## config.mk

```make
export PLATFORM = sky130hd
export DESIGN_NAME = motor_pwm_generator
export DESIGN_NICKNAME = d
export VERILOG_FILES = /design/src/rtl/motor_pwm_generator.sv
export SDC_FILE = /design/constraint.sdc
export NUM_CORES = 1
export LEC_CHECK = 0
export ABC_AREA = 1
export CORE_MARGIN = 5
export CORE_UTILIZATION = 45
export DETAILED_ROUTE_END_ITERATION = 6
export PLACE_DENSITY = 0.75
export SKIP_LAST_GASP = 1
export SYNTH_ARGS = -nofsm -noshare
export SYNTH_HDL_FRONTEND = slang
export SYNTH_SLANG_ARGS = --single-unit
```

## constraint.sdc

```tcl
create_clock -name clk -period 2.7 [get_ports clk]
set_input_delay 0.405 -clock clk [delete_from_list [all_inputs] [get_ports clk]]
set_output_delay 0.405 -clock clk [all_outputs]
set_load 0.01 [all_outputs]
```

## src/rtl/motor_pwm_generator.sv

```systemverilog
// motor_pwm_generator: percent-duty ESC PWM with period-aligned duty latching and an arming state machine
//   clk                 system clock
//   rst_n               asynchronous active-low reset
//   motor_total_offset  requested duty in percent (unsigned, >100 clamped to 100)
//   arm                 level; 1 requests arming, 0 disarms immediately
//   pwm_out             registered PWM drive, high while step < duty_active
//   period_start        one-cycle pulse at step 0 of every period
//   armed               high only in ARMED
//   duty_active         duty in effect for the current period
//   clamped             request latched this period exceeded 100
// Optional: define MOTOR_PWM_SLEW_LIMIT_EN to limit the armed duty change per period to SLEW_MAX.
module motor_pwm_generator #(
  parameter int STEP_DIV    = 1000,
  parameter int ARM_DUTY    = 5,
  parameter int ARM_PERIODS = 50
`ifdef MOTOR_PWM_SLEW_LIMIT_EN
  , parameter int SLEW_MAX  = 4
`endif
) (
  input  logic       clk,
  input  logic       rst_n,
  input  logic [7:0] motor_total_offset,
  input  logic       arm,
  output logic       pwm_out,
  output logic       period_start,
  output logic       armed,
  output logic [6:0] duty_active,
  output logic       clamped
);
  localparam int PW = (STEP_DIV > 1) ? $clog2(STEP_DIV) : 1;
  localparam int AW = (ARM_PERIODS > 0) ? $clog2(ARM_PERIODS + 1) : 1;
  typedef enum logic [1:0] {DISARMED, ARMING, ARMED} state_t;
  state_t        r_state;
  state_t        w_ns;
  logic [PW-1:0] r_presc;
  logic [6:0]    r_step;
  logic [AW-1:0] r_arm_cnt;
  logic [AW-1:0] w_cnt_inc;
  logic [6:0]    r_duty;
  logic          r_pwm;
  logic          r_ps;
  logic          r_armed;
  logic          r_clamped;
  logic          w_tick;
  logic          w_bnd;
  logic          w_over;
  logic [6:0]    w_sat;
  logic [6:0]    w_tgt;
  logic [6:0]    w_duty_nxt;
  logic          w_clamp_nxt;
  assign w_tick    = r_presc == PW'(STEP_DIV - 1);
  // Counters at 0/0 mark both the first cycle after reset and the cycle right after each 99->0 wrap.
  assign w_bnd     = (r_step == 7'd0) && (r_presc == '0);
  assign w_over    = motor_total_offset > 8'd100;
  assign w_sat     = w_over ? 7'd100 : motor_total_offset[6:0];
  assign w_cnt_inc = r_arm_cnt + 1'b1;
`ifdef MOTOR_PWM_SLEW_LIMIT_EN
  logic [7:0] w_base;
  logic [7:0] w_hi;
  logic [7:0] w_lo;
  assign w_base = (r_state == ARMING) ? 8'(ARM_DUTY) : {1'b0, r_duty};
  assign w_hi   = w_base + 8'(SLEW_MAX);
  assign w_lo   = (w_base > 8'(SLEW_MAX)) ? w_base - 8'(SLEW_MAX) : 8'd0;
  assign w_tgt  = ({1'b0, w_sat} > w_hi) ? w_hi[6:0] :
                  ({1'b0, w_sat} < w_lo) ? w_lo[6:0] : w_sat;
`else
  assign w_tgt  = w_sat;
`endif
  // Disarm overrides everything, including a coincident period boundary.
  assign w_ns = !arm                   ? DISARMED :
                !w_bnd                 ? r_state  :
                (r_state == DISARMED)  ? ARMING   :
                (r_state == ARMED || w_cnt_inc >= AW'(ARM_PERIODS)) ? ARMED : ARMING;
  // The duty loaded at a boundary follows the state being entered, so the arming
  // boundary already drives ARM_DUTY and the final one already drives the request.
  assign w_duty_nxt  = !arm              ? 7'd0 :
                       !w_bnd            ? r_duty :
                       (w_ns == ARMED)   ? w_tgt :
                       (w_ns == ARMING)  ? 7'(ARM_DUTY) : 7'd0;
  assign w_clamp_nxt = !arm ? 1'b0 : !w_bnd ? r_clamped : (w_ns == ARMED) && w_over;
  always_ff @(posedge clk or negedge rst_n) begin
    if (!rst_n) begin
      r_presc   <= '0;
      r_step    <= '0;
      r_arm_cnt <= '0;
      r_state   <= DISARMED;
      r_duty    <= '0;
      r_pwm     <= 1'b0;
      r_ps      <= 1'b0;
      r_armed   <= 1'b0;
      r_clamped <= 1'b0;
    end else begin
      r_presc   <= w_tick ? '0 : r_presc + 1'b1;
      r_step    <= !w_tick ? r_step : (r_step == 7'd99) ? 7'd0 : r_step + 7'd1;
      r_arm_cnt <= (r_state == DISARMED) ? '0 :
                   (w_bnd && r_state == ARMING) ? w_cnt_inc : r_arm_cnt;
      r_state   <= w_ns;
      r_duty    <= w_duty_nxt;
      r_pwm     <= r_step < w_duty_nxt;
      r_ps      <= w_bnd;
      r_armed   <= w_ns == ARMED;
      r_clamped <= w_clamp_nxt;
    end
  end
  assign pwm_out      = r_pwm;
  assign period_start = r_ps;
  assign armed        = r_armed;
  assign duty_active  = r_duty;
  assign clamped      = r_clamped;
endmodule

```

# Word-level counts from Yosys, hierarchy flattened
# Cells that the tools add are included.
dict set report word_totals {
  register_bits 36
  output_inout_bits 11
}
dict set report op_classes {
  add_sub_neg 3
  order_cmp 3
  n_eq_ne 7
  muxes 15
  n_reduce_logical 8
}
# operator count
set ops {}
lappend ops {{two-way mux 7 bit} 5}
lappend ops {{two-way mux 6 bit} 2}
lappend ops {{adder 10 x 1 -> 10 bit (second input constant)} 1}
lappend ops {{equality test 10 bit (second input constant)} 1}
lappend ops {{zero test 10 bit} 1}
lappend ops {{two-way mux 10 bit} 1}
lappend ops {{greater-than comparator 8 x 7 -> 1 bit (second input constant)} 1}
lappend ops {{two-way mux 2 bit} 4}
lappend ops {{adder 7 x 1 -> 7 bit (second input constant)} 1}
lappend ops {{equality test 7 bit (second input constant)} 1}
lappend ops {{zero test 7 bit} 1}
lappend ops {{less-than comparator 7 bit} 1}
lappend ops {{adder 6 x 1 -> 6 bit (second input constant)} 1}
lappend ops {{greater-or-equal comparator 6 bit (second input constant)} 1}
lappend ops {{equality test 2 x 1 -> 1 bit (second input constant)} 2}
lappend ops {{equality test 2 bit (second input constant)} 2}
lappend ops {{logical AND 1 bit} 3}
lappend ops {{two-way mux 3 bit} 1}
lappend ops {{zero test 2 bit} 1}
lappend ops {{two-way mux 1 bit} 2}
lappend ops {{inequality test 2 x 1 -> 1 bit (second input constant)} 1}
lappend ops {{nonzero test 2 bit} 1}
lappend ops {{logical OR 1 bit} 1}

# Longest topological paths before layout
dict set report depth {
  depth_word 13
  mapped_depth 19
}

# Least setup slack after synthesis
# OpenSTA, ideal clock, no wires.
dict set report synth_timing {
  path_type {reg-to-reg}
  start {register r_step[0]}
  end {register r_pwm, in the netlist pwm_out}
  t_arrival_ps 2146
  required_ps 2623
  slack_ps 477
  stages_incl_launch_ff 17
  cell_sequence {dfrtp_1 inv_1 ha_1 inv_1 nor2_1 nand2_1 nor2_1 nand2_1 a21oi_1 nand2_1 nor2_1 nand2_1 a22oi_2 ha_1 a21oi_1 nand2_1 a21oi_1}
}
dict set report synth_between {
  elab_chain_cells 10
  word_cells_on_any_way 11
  classes_between {order compare (1); eq/ne (2); mux (6); reduce/logical (2)}
}
# item line
set synth_lines {}
lappend synth_lines {{start: declaration} 36} ;# logic [6:0] r_step;
lappend synth_lines {{start signal: assignment} 94} ;# r_step <= !w_tick ? r_step : (r_step == 7'd99) ? 7'd0 : r_step + 7'd1;
lappend synth_lines {{zero test 7 bit} 53} ;# assign w_bnd = (r_step == 7'd0) && (r_presc == '0);
lappend synth_lines {{logical AND 1 bit} 53}
lappend synth_lines {{two-way mux 2 bit} 71} ;# !w_bnd ? r_state :
lappend synth_lines {{two-way mux 2 bit} 70} ;# assign w_ns = !arm ? DISARMED :
lappend synth_lines {{equality test 2 x 1 -> 1 bit} 79} ;# (w_ns == ARMING) ? 7'(ARM_DUTY) : 7'd0;
lappend synth_lines {{two-way mux 3 bit} 79}
lappend synth_lines {{two-way mux 7 bit} 78} ;# (w_ns == ARMED) ? w_tgt :
lappend synth_lines {{two-way mux 7 bit} 77} ;# !w_bnd ? r_duty :
lappend synth_lines {{two-way mux 7 bit} 76} ;# assign w_duty_nxt = !arm ? 7'd0 :
lappend synth_lines {{less-than comparator 7 bit *} 99} ;# r_pwm <= r_step < w_duty_nxt;
lappend synth_lines {{end signal: assignment} 99}
lappend synth_lines {{end: declaration} 40} ;# logic r_pwm;
# Mark *: on every way between the ends. The rest lies on a longest branch, timed or not.
# A chain may end at the register's enable or synchronous reset.

# Worst setup path in the final report
dict set report layout_timing {
  start {register r_arm_cnt[0]}
  end {register r_pwm, in the netlist pwm_out}
}
dict set report layout_between {
  elab_chain_cells 13
  word_cells_on_any_way 14
  classes_between {add/sub (1); order compare (2); eq/ne (2); mux (8); reduce/logical (1)}
}
# item line
set layout_lines {}
lappend layout_lines {{start: declaration} 37} ;# logic [AW-1:0] r_arm_cnt;
lappend layout_lines {{start signal: assignment} 95} ;# r_arm_cnt <= (r_state == DISARMED) ? '0 :
lappend layout_lines {{adder 6 x 1 -> 6 bit *} 56} ;# assign w_cnt_inc = r_arm_cnt + 1'b1;
lappend layout_lines {{greater-or-equal comparator 6 bit *} 73} ;# (r_state == ARMED || w_cnt_inc >= AW'(ARM_PERIODS)) ? ARMED : ARMING;
lappend layout_lines {{logical OR 1 bit *} 73}
lappend layout_lines {{two-way mux 2 bit *} 73}
lappend layout_lines {{two-way mux 2 bit *} 72} ;# (r_state == DISARMED) ? ARMING :
lappend layout_lines {{two-way mux 2 bit *} 71}
lappend layout_lines {{two-way mux 2 bit *} 70}
lappend layout_lines {{equality test 2 x 1 -> 1 bit} 79}
lappend layout_lines {{two-way mux 3 bit} 79}
lappend layout_lines {{two-way mux 7 bit *} 78}
lappend layout_lines {{two-way mux 7 bit *} 77}
lappend layout_lines {{two-way mux 7 bit *} 76}
lappend layout_lines {{less-than comparator 7 bit *} 99}
# Marked as above.

==> impl_metrics.tcl <==
set metrics [dict create \
    yosysTopAreaCellShare_pct 45.2 \
    regToRegSetupSlack_ns 0.36 \
    ys_seq_elements 36 \
    die-area_sq_mm 0.00586 \
    synthTopCellsByArea "dfrtp_1 45%, nand2_1 9.6%, inv_1 7.9%" \
    rows 24 \
    nets 307 \
    core-area_sq_mm 0.00432 \
    grt_max_degree 37 \
    cp-start-kind "flip-flop" \
    p_sw_share_pct 20.9 \
    grt_pass1_wl_microns 7430 \
    clk_latency_ns 0.28 \
    ant_nets 0 \
    ys_async_sr_fraction_pct 100 \
    gp_congestion 0.891 \
    cp_slowest_stage_delay_ns 0.43 \
    syn_avg_cell_area_sq_um 7.91 \
    tightest_slew_ns 0.576 \
    power_mw 0.989 \
    cp_common_cell "nand2_1" \
    die_h_microns 76.6 \
    htree_num_levels 2 \
    synthAdderAreaFrac_pct 7.53 \
    timing.fmax_mhz 427 \
    worstPathRequired_ns 2.92 \
    rr_worst_depth 15 \
    drc 0 \
    fin_crit_sh_pct 86.8 \
    ff_latch_area_sq_um 901 \
    ys_types 23 \
    status "complete, no violations" \
    setup-tns-final_ns 0 \
    crit_fanout 6 \
    cts.path.max_buffers 2 \
    synth_edf_count 0 \
    clock-skew-final_ns 0.00586 \
    cts-root-buf "clkbuf_8" \
    relSlewSlack_pct 61.3 \
    synth-xor-area-share_pct 1.32 \
    numCtsBuffers 5 \
    rr_endpoint "pwm_out" \
    synth_area_sq_mm 0.00199 \
    grt_usage_pct 15.3 \
    seqPwrFrac_pct 54.5 \
    power.density_mw_per_mm2 411 \
    period_minus_slack_ns 2.34 \
    synth_top_area_cell "dfrtp_1" \
    synth_compound_area_share_pct 10.7 \
    n_antenna_cell 0 \
    ys.flop_type "dfrtp_1" \
    wirelength_microns 4040 \
    die_w_microns 76.6 \
    cts_tree "done" \
    io_pins 22 \
    drv_slew 0 \
    irDropWorstVdd_mv 0.256 \
    hold_violations 0 \
    setup_violations 0 \
    yosys.area_share.simple_pct 27.0 \
    hold_end "clamped" \
    cts.sink_count 36 \
    start_util_pct 46.1 \
    max_cap_viol_count 0 \
    post_drt_wl_per_cell_microns 12.0 \
    antenna_found_initial 0 \
    crit_path_cell_trace "ha_1 > nand3_1 > nand2_1 > inv_1 > nor2_1 > nand3_1 > nand2_2 > nand2_1 > nor2_1 > nand2_1 > a22oi_2 > ha_1 > a21oi_1 > nand2_1 > a21oi_1" \
    p_comb_share_pct 3.7 \
    muxShareOfSynthArea_pct 0 \
    clockPowerShare_pct 41.8 \
    port_buffers 21 \
    hpwl_microns 3050 \
    critPathCaptureType "flip-flop" \
    critPathArrivalTime_ns 2.56 \
    fill_cells 391 \
    crit_type "flip-flop to flip-flop" \
    synth_nets 275 \
    drive_gt1_share_pct 7.39 \
    drt_iter0_markers 86 \
    overflow 0 \
    holdPathStages 2 \
    rr_startpoint "r_arm_cnt[0]" \
    clk_pin_slew_ns 0.07 \
    area_delta_synth_final_pct 20.8 \
    hold_start "clamped" \
    ys.warnings.count 0 \
    num_vias 1707 \
    firstDrtPassIters 4 \
    synth_cells 252 \
    hold_path.class "flip-flop to flip-flop" \
    synth_top_family_by_area "simple AND/OR/NAND/NOR gates" \
    p_leak_nw 1.24 \
    multi_input_area_sq_um 942 \
    intPower_mw 0.782 \
    cpMaxStageDelayCell "dfrtp_1" \
    power.switching_mw 0.207 \
    seq_area_frac_synth_pct 45.2 \
    vias_per_cell 5.08 \
    grt_pass1_vias 1651 \
    rsz0062_at_grt "false" \
]
==> layout make-up <==
| cell class | count | area share (%) |
|---|---|---|
| multi-input combinational | 173 | 39.1 |
| sequential | 36 | 37.4 |
| timing repair buffer | 25 | 9.97 |
| inverter | 43 | 6.81 |
| clock buffer | 7 | 4.00 |
| tap | 52 | 2.70 |
==> cell usage after synthesis, drive strengths merged, types with 2 or more instances <==
cell	instances
nor3	7
nand3	14
nor4	3
nand4	7
inv	43
a21oi	16
o22ai	2
nor3b	2
o21ai	12
ha	12
o21a	3
dfrtp	36
xor2	2
nor2	36
a32oi	3
nand2	52
==> what timing repair did <==
| action | in CTS | in global routing |
|---|---|---|
| hold buffers | 0 | 0 |
| gates resized for setup | 0 | 4 |
| setup endpoints to repair | 0 | 1 |
| setup buffers | 0 | 1 |
==> power groups by stage <==
stage / clock network, mW / registers [mW] / logic (mW)
2_1_floorplan: 0 / 0.550 / 0.00701
3_3_place_gp: 0 / 0.549 / 0.0374
3_5_place_dp: 0 / 0.549 / 0.0374
4_1_cts: 0.433 / 0.539 / 0.0377
5_1_grt: 0.461 / 0.539 / 0.0422
6_report: 0.413 / 0.539 / 0.0366
==> worst max-delay path, delay by kind of cell, from the launching register on <==
kind | cells | cell delay (ns)
buffers and inverters | 1 | 0.04
adders and majority gates | 2 | 0.51
and+or+nand+nor | 9 | 0.88
AOI/OAI and AO/OA | 3 | 0.40
DFF | 1 | 0.43
==> sequential cells by signal, summed over array words and instances (netlist names) <==
name / cells
r_presc: 10
duty_active: 7
r_step: 7
r_arm_cnt: 6
r_state: 2
armed: 1
clamped: 1
period_start: 1
pwm_out: 1
==> worst max-delay path by stage <==
stage / startpoint / end / slack [ns] / cells past startpoint
5_1_grt: r_step[0] / pwm_out / 0.03 / 17
3_3_place_gp: motor_total_offset[1] / pwm_out / 0.30 / 11
6_report: r_arm_cnt[0] / pwm_out / 0.36 / 15
3_5_place_dp: motor_total_offset[1] / pwm_out / 0.21 / 11
4_1_cts: r_arm_cnt[0] / pwm_out / 0.20 / 13
2_1_floorplan: r_step[0] / pwm_out / 0.48 / 16
==> routing by layer <==
layer | vias up | share of wire (%) | global-route usage (%)
met5 | - | 0 | 0
li1 | 887 | - | -
met4 | 0 | 0.52 | 3.85
met1 | 782 | 50 | 20.9
met3 | 4 | 4.5 | 4.85
met2 | 34 | 45 | 23.4
==> cells by family (layout without fill, tap and decap cells) <==
family / count (synthesis) / in the layout
AOI/OAI and AO/OA: 37 / 37
xor gates and xnor gates: 3 / 3
adders and majority gates: 12 / 12
buffers and inverters: 43 / 75
DFF: 36 / 36
and+or+nand+nor: 121 / 121
==> layout by cell type (no fill, tap or decap), types with 2 or more instances in the layout <==
master,n
nor2_1,35
nor3_1,6
clkdlybuf4s50_1,21
nand3_1,14
nand4_1,7
xor2_1,2
nand2_1,49
nand2_2,3
ha_1,12
o21a_1,3
dfrtp_1,36
o21ai_0,12
nor4_1,2
buf_4,4
clkbuf_8,7
inv_1,42
a32oi_1,3
o22ai_1,2
a21oi_1,15
==> through the flow <==
stage	hold WS, ns	std cells	utilization (%)	setup slack, ns	cell area [sq um]
floorplan	0.109	252	-	0.477	1990
global route	0.515	336	55.7	0.0255	2410
global placement	0.467	328	53.0	0.297	2290
detailed placement	0.473	328	53.0	0.213	2290
CTS	0.491	335	55.2	0.204	2390
finish	0.491	336	55.7	0.357	2410
Power figures use the tool's default switching activity.
